## src/rtl/ddr_rd_pkg.sv

```systemverilog
// ============================================================================
// ddr_rd_pkg : shared types and helpers for the DDR read-burst feeder
// Rev 1.0 - initial release
// ============================================================================
`default_nettype none

package ddr_rd_pkg;

  typedef enum logic [2:0] {
    IDLE       = 3'd0,
    WAIT_SPACE = 3'd1,
    ADDR       = 3'd2,
    DATA       = 3'd3,
    DONE       = 3'd4
  } state_e;

  localparam int AXI_LEN_W = 8;

  function automatic int unsigned bytes_per_burst(input int unsigned burst_len,
                                                  input int unsigned data_width);
    return (burst_len * data_width) / 8;
  endfunction

endpackage

`default_nettype wire

```

## src/rtl/ddr_rd_beat_chk.sv

```systemverilog
// ============================================================================
// ddr_rd_beat_chk : per-burst beat counter and sticky rlast validator
// Rev 1.0 - initial release
// ============================================================================
`default_nettype none

module ddr_rd_beat_chk
  import ddr_rd_pkg::*;
#(
  parameter int BURST_LEN = 16
) (
  input  logic clk,
  input  logic tb_rst,
  input  logic clr,
  input  logic beat,
  input  logic rlast,
  output logic last_beat,
  output logic err
);

  localparam logic [AXI_LEN_W-1:0] LAST_IDX = AXI_LEN_W'(BURST_LEN - 1);

  logic [AXI_LEN_W-1:0] cnt_q, cnt_d;
  logic                 err_q, err_d;

  assign last_beat = (cnt_q == LAST_IDX);
  assign err       = err_q;

  always_comb begin
    cnt_d = cnt_q;
    err_d = err_q;
    if (clr) begin
      cnt_d = '0;
      err_d = 1'b0;
    end else if (beat) begin
      cnt_d = last_beat ? '0 : cnt_q + 1'b1;
      // rlast must coincide exactly with the counted final beat
      if (rlast != last_beat) begin
        err_d = 1'b1;
      end
    end
  end

  always_ff @(posedge clk or posedge tb_rst) begin
    if (tb_rst) begin
      cnt_q <= '0;
      err_q <= 1'b0;
    end else begin
      cnt_q <= cnt_d;
      err_q <= err_d;
    end
  end

endmodule

`default_nettype wire

```

## src/rtl/ddr_rd_burst_ctrl.sv

```systemverilog
// ============================================================================
// ddr_rd_burst_ctrl : issues fixed-length AXI read bursts into read_ddr_fifo
// Optional stall counter built when DDR_RD_PERF_CNT_EN is defined.
// Rev 1.0 - initial release
// ============================================================================
`default_nettype none

module ddr_rd_burst_ctrl
  import ddr_rd_pkg::*;
#(
  parameter int ADDR_WIDTH       = 28,
  parameter int DATA_WIDTH       = 256,
  parameter int BURST_LEN        = 16,
  parameter int FIFO_DEPTH_WIDTH = 10,
  parameter int FIFO_MARGIN      = 4
) (
  input  logic                      clk,
  input  logic                      tb_rst,
  input  logic                      start,
  input  logic [ADDR_WIDTH-1:0]     base_addr,
  input  logic [15:0]               burst_cnt,
  output logic                      busy,
  output logic                      done,
  output logic                      err_rlast,
  output logic [ADDR_WIDTH-1:0]     axi_araddr,
  output logic [AXI_LEN_W-1:0]      axi_arlen,
  output logic                      axi_arvalid,
  input  logic                      axi_arready,
  input  logic [DATA_WIDTH-1:0]     axi_rdata,
  input  logic                      axi_rvalid,
  input  logic                      axi_rlast,
  output logic                      axi_rready,
  output logic [DATA_WIDTH-1:0]     fifo_wr_data,
  output logic                      fifo_wr_en,
  input  logic [FIFO_DEPTH_WIDTH:0] fifo_wr_water_level,
  output logic [31:0]               perf_stall_cycles
);

  localparam int unsigned           BYTES    = bytes_per_burst(BURST_LEN, DATA_WIDTH);
  localparam logic [ADDR_WIDTH-1:0] ADDR_INC = ADDR_WIDTH'(BYTES);
  localparam int                    LVL_W    = FIFO_DEPTH_WIDTH + 2;
  localparam logic [LVL_W-1:0]      SPACE_THRESH =
    LVL_W'((2 ** FIFO_DEPTH_WIDTH) - BURST_LEN - FIFO_MARGIN);

  state_e                  state_q, state_d;
  logic [ADDR_WIDTH-1:0]   addr_q, addr_d;
  logic [15:0]             remain_q, remain_d;
  logic                    busy_q, busy_d;
  logic                    done_q, done_d;
  logic [DATA_WIDTH-1:0]   wr_data_q, wr_data_d;
  logic                    wr_en_q, wr_en_d;

  logic start_acc;
  logic beat;
  logic last_beat;
  logic space_ok;

  assign start_acc = start && (state_q == IDLE);
  assign beat      = axi_rvalid && axi_rready;
  assign space_ok  = ({1'b0, fifo_wr_water_level} <= SPACE_THRESH);

  assign busy         = busy_q;
  assign done         = done_q;
  assign axi_araddr   = addr_q;
  assign axi_arlen    = AXI_LEN_W'(BURST_LEN - 1);
  assign axi_arvalid  = (state_q == ADDR);
  assign axi_rready   = (state_q == DATA);
  assign fifo_wr_data = wr_data_q;
  assign fifo_wr_en   = wr_en_q;

  ddr_rd_beat_chk #(
    .BURST_LEN (BURST_LEN)
  ) u_beat_chk (
    .clk       (clk),
    .tb_rst    (tb_rst),
    .clr       (start_acc),
    .beat      (beat),
    .rlast     (axi_rlast),
    .last_beat (last_beat),
    .err       (err_rlast)
  );

  always_comb begin
    state_d   = state_q;
    addr_d    = addr_q;
    remain_d  = remain_q;
    busy_d    = busy_q;
    done_d    = 1'b0;
    wr_en_d   = beat;
    wr_data_d = beat ? axi_rdata : wr_data_q;
    case (state_q)
      IDLE: begin
        if (start) begin
          addr_d   = base_addr;
          remain_d = burst_cnt;
          busy_d   = 1'b1;
          state_d  = (burst_cnt == 16'd0) ? DONE : WAIT_SPACE;
        end
      end
      WAIT_SPACE: begin
        if (space_ok) begin
          state_d = ADDR;
        end
      end
      ADDR: begin
        if (axi_arready) begin
          state_d = DATA;
        end
      end
      DATA: begin
        if (beat && last_beat) begin
          addr_d   = addr_q + ADDR_INC;
          remain_d = remain_q - 16'd1;
          state_d  = (remain_q == 16'd1) ? DONE : WAIT_SPACE;
        end
      end
      DONE: begin
        done_d  = 1'b1;
        busy_d  = 1'b0;
        state_d = IDLE;
      end
      default: state_d = IDLE;
    endcase
  end

  always_ff @(posedge clk or posedge tb_rst) begin
    if (tb_rst) begin
      state_q   <= IDLE;
      addr_q    <= '0;
      remain_q  <= '0;
      busy_q    <= 1'b0;
      done_q    <= 1'b0;
      wr_data_q <= '0;
      wr_en_q   <= 1'b0;
    end else begin
      state_q   <= state_d;
      addr_q    <= addr_d;
      remain_q  <= remain_d;
      busy_q    <= busy_d;
      done_q    <= done_d;
      wr_data_q <= wr_data_d;
      wr_en_q   <= wr_en_d;
    end
  end

`ifdef DDR_RD_PERF_CNT_EN
  logic [31:0] perf_q, perf_d;

  // Saturating count of cycles spent waiting for FIFO room
  always_comb begin
    perf_d = perf_q;
    if (start_acc) begin
      perf_d = '0;
    end else if ((state_q == WAIT_SPACE) && (perf_q != 32'hFFFF_FFFF)) begin
      perf_d = perf_q + 32'd1;
    end
  end

  always_ff @(posedge clk or posedge tb_rst) begin
    if (tb_rst) begin
      perf_q <= '0;
    end else begin
      perf_q <= perf_d;
    end
  end

  assign perf_stall_cycles = perf_q;
`else
  assign perf_stall_cycles = 32'd0;
`endif

endmodule

`default_nettype wire

```

## config.mk

```make
export PLATFORM = sky130hd
export DESIGN_NAME = ddr_rd_burst_ctrl
export DESIGN_NICKNAME = d
export VERILOG_FILES = /design/src/rtl/ddr_rd_pkg.sv /design/src/rtl/ddr_rd_beat_chk.sv /design/src/rtl/ddr_rd_burst_ctrl.sv
export SDC_FILE = /design/constraint.sdc
export NUM_CORES = 1
export LEC_CHECK = 0
export BUFFER_PORTS_ARGS = -buffer_cell sky130_fd_sc_hd__buf_2
export CORE_AREA = 2 2 249 251
export DETAILED_ROUTE_END_ITERATION = 7
export DIE_AREA = 0 0 251 253
export GPL_ROUTABILITY_DRIVEN = 1
export MAX_ROUTING_LAYER = met4
export PLACE_DENSITY = 0.52
export SLEW_MARGIN = 15
export SYNTH_ARGS = -nofsm -noshare
export SYNTH_HDL_FRONTEND = slang
export SYNTH_SLANG_ARGS = --single-unit
```

## constraint.sdc

```tcl
create_clock -name clk -period 9.2 [get_ports clk]
set_input_delay 1.38 -clock clk [delete_from_list [all_inputs] [get_ports clk]]
set_output_delay 1.38 -clock clk [all_outputs]
set_load 0.02 [all_outputs]
```

# Word-level counts from Yosys, hierarchy flattened
# Cells that the tools add are included.
word_totals:
  register_bits: 315
  in_bits: 317
  output_inout_bits: 330
  word_cells: 59
classes:
  n_addsub: 3
  magnitude_cmp: 1
  reduce_logical: 13
  mux: 22
  eq_ne: 11
op_table:
  columns: ["op", "n"]
  rows:
  - ["28-bit two-way mux", 2]
  - ["28-bit case mux with 2 select lines", 1]
  - ["16-bit two-way mux", 2]
  - ["16-bit case mux with 2 select lines", 1]
  - ["28-bit by 10-bit adder with 28-bit output (second input constant)", 1]
  - ["8-bit two-way mux", 3]
  - ["3-bit two-way mux", 6]
  - ["16-bit by 1-bit == test with 1-bit output (second input constant)", 1]
  - ["16-bit zero test", 1]
  - ["16-bit by 1-bit subtractor with 16-bit output (second input constant)", 1]
  - ["3-bit case mux with 4 select lines", 1]
  - ["11-bit by 10-bit <= comparator with 1-bit output (second input constant)", 1]
  - ["8-bit by 1-bit adder with 8-bit output (second input constant)", 1]
  - ["8-bit by 4-bit == test with 1-bit output (second input constant)", 1]
  - ["2-bit nonzero test", 4]
  - ["3-bit by 2-bit == test with 1-bit output (second input constant)", 2]
  - ["1-bit two-way mux", 5]
  - ["2-bit by 1-bit inequality test with 1-bit output (second input constant)", 2]
  - ["2-bit inequality test (second input constant)", 2]
  - ["2-bit AND reduction", 2]
  - ["4-bit AND reduction", 1]
  - ["3-bit by 1-bit == test with 1-bit output (second input constant)", 1]
  - ["3-bit == test (second input constant)", 1]
  - ["1-bit logical AND", 3]
  - ["4 further kinds", 4]

# Logic depth before layout (Yosys ltp)
depth:
  ltp_word: 5
  mapped_depth: 10
  depth_no_buf: 8

# Cells and area by module
# From an unflattened synthesis, not the netlist that was laid out.
unflattened:
  hier_cells: 985
  area_unflattened_um2: 13352.8
modules_own_cells:
  columns: ["mod", "area_per_inst_um2", "seq_area_each_um2", "cells_each", "instances"]
  rows:
  - ["ddr_rd_burst_ctrl", 12796.0, 7657.3, 931, 1]
  - ["ddr_rd_beat_chk", 556.8, 225.2, 54, 1]

# Worst setup path before layout
# Ideal clock, no wire load.
synth_path:
  path_kind: "reg2out"
  startpoint: "register state_q[2]"
  endpoint: "output axi_rready"
  arrival_time_ps: 1317
  n_path_buf: 2
  slack_ps: 6503
  stages_incl_launch_ff: 5
  t_required_ps: 7820
  path_cell_list: "dfrtp_1 > nand3b_2 > inv_2 > buf_2 > buf_1"
synth_between:
  elab_chain_len: 1
synth_rtl:
  columns: ["item", "line", "text"]
  rows:
  - ["start: declaration", "ddr_rd_burst_ctrl.sv:45", "state_e state_q, state_d;"]
  - ["start signal: assignment", "ddr_rd_burst_ctrl.sv:136", "state_q <= state_d;"]
  - ["3-bit by 2-bit == test with 1-bit output", "ddr_rd_burst_ctrl.sv:67", "assign axi_rready = (state_q == DATA);"]
  - ["end: declaration", "ddr_rd_burst_ctrl.sv:32", "output logic axi_rready,"]
# No other way between the ends.

# Worst setup path after layout
layout_path:
  startpoint: "register state_q[2]"
  endpoint: "register remain_q[3]"
layout_between:
  elab_chain_len: 5
  word_cells_on_any_way: 9
  classes_between: "eq/ne (3); mux (1); reduce/logical (5)"
layout_rtl:
  columns: ["item", "line", "text"]
  rows:
  - ["3-bit by 2-bit == test with 1-bit output", "ddr_rd_burst_ctrl.sv:67, ddr_rd_burst_ctrl.sv:91", null]
  - ["1-bit logical AND", "ddr_rd_burst_ctrl.sv:59", "assign beat = axi_rvalid && axi_rready;"]
  - ["1-bit logical AND", "ddr_rd_burst_ctrl.sv:111", "if (beat && last_beat) begin"]
  - ["2-bit by 1-bit inequality test with 1-bit output (no line)", null, null]
  - ["3-bit AND reduction (no line)", null, null]
  - ["end signal: assignment", "ddr_rd_burst_ctrl.sv:138", "remain_q <= remain_d;"]
  - ["end: declaration", "ddr_rd_burst_ctrl.sv:47", "logic [15:0] remain_q, remain_d;"]
# Several ways; a longest one is shown, not always the timed one.
# A chain may end at the register's enable or synchronous reset.

==> qor.yml <==
outcome:
  status: "finished, final reports clean"
clock_network:
  htreeDepth: 2
  cts_tree: "yes"
  postCtsHoldBufs: 0
  post_cts_buffers: 0
  clock_path_buffers: 3
  path_clk_slew_ns: 0.06
  postCtsResizedCells: 0
  cts_root_buffer: "clkbuf_16"
  clock_sinks: 315
  cts_buffers: 39
  clk_latency_ns: 0.55
timing:
  rsz0062_at_grt: "no"
  tns_ns: 0
  max_freq_mhz: 228
  setup_viol: 0
  worstMarginPinSlew_ns: 1.16
  final.period_utilization: 0.478
  max_slew_margin: 0.228
  skew_ns: 0.0243
  holdWs_ns: 0.467
  hold_viol_final: 0
  maxSlewViolCount: 0
  layout_min_cycle_time_ns: 4.39
yosys:
  async_reset_ff_frac: 1.00
  synthAdderAreaFrac: 0.00378
  avgSynthCellArea_um2: 8.74
  synthMuxAreaShare: 0.00766
  synth_seq_area_share: 0.596
  synth_common_cells: "nand2_1 (798), dfrtp_1 (315), a21oi_1 (47), nor2_1 (44), buf_4 (43)"
  ys_ff_latch: 315
  synth_xor_area_frac: 0.00265
  synth.area.top_cells: "dfrtp_1 (60%), nand2_1 (23%), buf_4 (2.4%), a21oi_1 (1.8%), buf_2 (1.4%)"
  synthCells: 1513
  ys.flop_type: "dfrtp_1"
  ys_warn_count: 0
  synth_top_area_share: 0.596
  synth_top_area_cell: "dfrtp_1"
  synth.most_common_cell: "nand2_1"
  synth_compound_area_frac: 0.0592
  syn_area_um2: 13200
  synthDistinctLibCells: 58
  synth_top_family_by_area: "simple AND/OR/NAND/NOR gates"
  synth-edff-count: 0
  yosys.area_share.simple: 0.277
run:
  drv_cap: 0
die:
  start_util: 0.217
  io_pins: 647
  die_h_um: 253
  rows: 91
  core_um2: 61000
  dieArea_um2: 63500
  dieWidth_um: 251
global_routing:
  grt_start_max_net_pins: 169
  grt_pass1_wl_um: 68600
  grt_use_total: 0.140
  antenna_found_initial: 8
  gr-total-overflow: 0
  grt_pass1_vias: 12084
setup_path:
  reg2reg_from: "state_q[2]$_DFFE_PP0P_"
  end_kind: "flip-flop"
  critPathKind: "reg -> reg"
  reg2reg_depth: 9
  cp.required_ns: 9.61
  worstPathMaxFanout: 102
  cp-start-kind: "flip-flop"
  r2r_end: "remain_q[3]$_DFFE_PP0P_"
  r2r_slack_ns: 4.81
  crit_arrival_ns: 4.81
hold_path:
  hold_path_end: "fifo_wr_data[231]$_DFFE_PP0P_"
  min_from: "fifo_wr_data[231]$_DFFE_PP0P_"
  hold_depth: 2
  min_path_type: "reg -> reg"
cells_and_area:
  nets: 2408
  stdcell_count: 2913
  fillers: 6559
  syn2layout_area_growth_pct: 37.5
  layout-drive-gt1-share: 0.331
power:
  total_leakage_power_nw: 10.1
  p_int_w: 0.00382
  powerDensity_nw_per_um2: 368
  total_power_w: 0.00669
  p_sw_frac: 0.429
  p_seq_frac: 0.361
  switchingPower_w: 0.00287
  worst_ir_drop_vdd_mv: 0.236
  combPwrFrac: 0.402
  clock_power_share: 0.237
detailed_routing:
  drc: 0
  via_per_inst: 4.20
  ant_nets: 0
  wl_per_cell_um: 15.5
  dr_total_vias: 12240
  firstDrtPassIters: 5
  drt_wl_total_um: 45200
  drt_iter0_drc: 736
placement:
  dpl.hpwl_um: 32300
  gp_congestion: 0.855
  io_buffers: 606
  dp_cells: 2836
[power by group through the flow]
stage	Sequential (W)	Combinational, W	Clock [W]
2_1_floorplan	0.00308	0.00102	0
3_3_place_gp	0.00241	0.00270	0
3_5_place_dp	0.00242	0.00274	0
4_1_cts	0.00242	0.00273	0.00164
5_1_grt	0.00250	0.00295	0.00170
6_report	0.00242	0.00269	0.00158
[cells by family after synthesis]
logic type                 after synthesis
and+or+nand+nor                        918
DFF                                    315
buffers and inverters                  132
AOI/OAI and AO/OA                      129
muxes                                    9
adders and majority gates                4
xor gates and xnor gates                 4
other                                    2
[state kept, by name, indices dropped and copies added, names as in the netlist]
register	cells
u_beat_chk.err	1
state_q	3
fifo_wr_en	1
done	1
remain_q	16
u_beat_chk.cnt_q	8
axi_araddr	28
busy	1
fifo_wr_data	256
[layer usage]
metal,vias to the layer above,GRT usage,routed length (um)
met5,-,-,0
met4,0,0.0491,1480
li1,5884,-,-
met1,5750,0.167,18200
met2,519,0.229,22200
met3,87,0.0363,3300
[cells in the final DEF (no fill, tap or decap), types with 3 or more instances in the layout]
master / synthesis / final
inv_6: 0 / 3
xor2_1: 3 / 3
o2bb2ai_1: 3 / 3
mux2_2: 9 / 9
nand2_1: 798 / 798
inv_1: 10 / 9
conb_1: 2 / 40
nand4_1: 9 / 9
a31oi_1: 6 / 6
o21ai_0: 29 / 29
ha_1: 4 / 4
a21o_1: 3 / 3
clkbuf_1: 32 / 6
nor2_1: 44 / 44
and3_1: 3 / 3
nor3_1: 18 / 18
dfrtp_1: 315 / 315
o21ai_1: 3 / 3
clkbuf_16: 0 / 39
o21a_1: 3 / 3
buf_12: 0 / 3
a21oi_1: 47 / 47
clkinv_2: 0 / 8
diode_2: 0 / 7
buf_4: 43 / 6
o22ai_1: 9 / 9
nand3_1: 15 / 15
a22oi_1: 4 / 4
buf_2: 36 / 606
nor4_1: 14 / 14
bufinv_16: 0 / 4
clkbuf_8: 0 / 9
[worst max-delay path: stages (launching register included)]
cell	delay, ns
dfrtp_1	0.44
nand3b_2	0.88
inv_2	0.18
buf_4	0.52
nand2_8	0.38
inv_8	0.56
a31oi_2	0.47
buf_4	0.34
o21ai_0	0.16
o21ai_0	0.10
[how the worst max path moves through the flow]
stage	startpoint	end	slack [ns]	depth (start not counted)
finish	state_q[2]$_DFFE_PP0P_	remain_q[3]$_DFFE_PP0P_	4.81	9
floorplan	tb_rst	axi_araddr[0]$_DFFE_PP0P_	3.62	1
global route	state_q[1]$_DFFE_PP0P_	remain_q[2]$_DFFE_PP0P_	4.41	10
detailed placement	state_q[2]$_DFFE_PP0P_	remain_q[3]$_DFFE_PP0P_	4.80	9
CTS	state_q[2]$_DFFE_PP0P_	remain_q[3]$_DFFE_PP0P_	4.80	9
global placement	state_q[2]$_DFFE_PP0P_	remain_q[6]$_DFFE_PP0P_	4.90	10
[final cells by class]
cell class                 instances  area, um2  share of cell area
antenna                            7       17.5            0.000963
clock inverter                    16        194              0.0107
sequential                       315       7880               0.433
timing repair buffer             615       3140               0.173
tap                              790        988              0.0543
clock buffer                      54       1120              0.0617
inverter                          12       56.3             0.00310
multi-input combinational       1104       4790               0.263
[through the flow]
stage	setup WS, ns	area, um2	utilization
5_1_grt	4.41	18200	0.298
3_5_place_dp	4.80	16900	0.276
4_1_cts	4.80	18200	0.298
3_3_place_gp	4.90	16900	0.276
6_report	4.81	18200	0.298
2_1_floorplan	3.62	13400	-
Note: power is estimated with default switching activity, not from simulation.
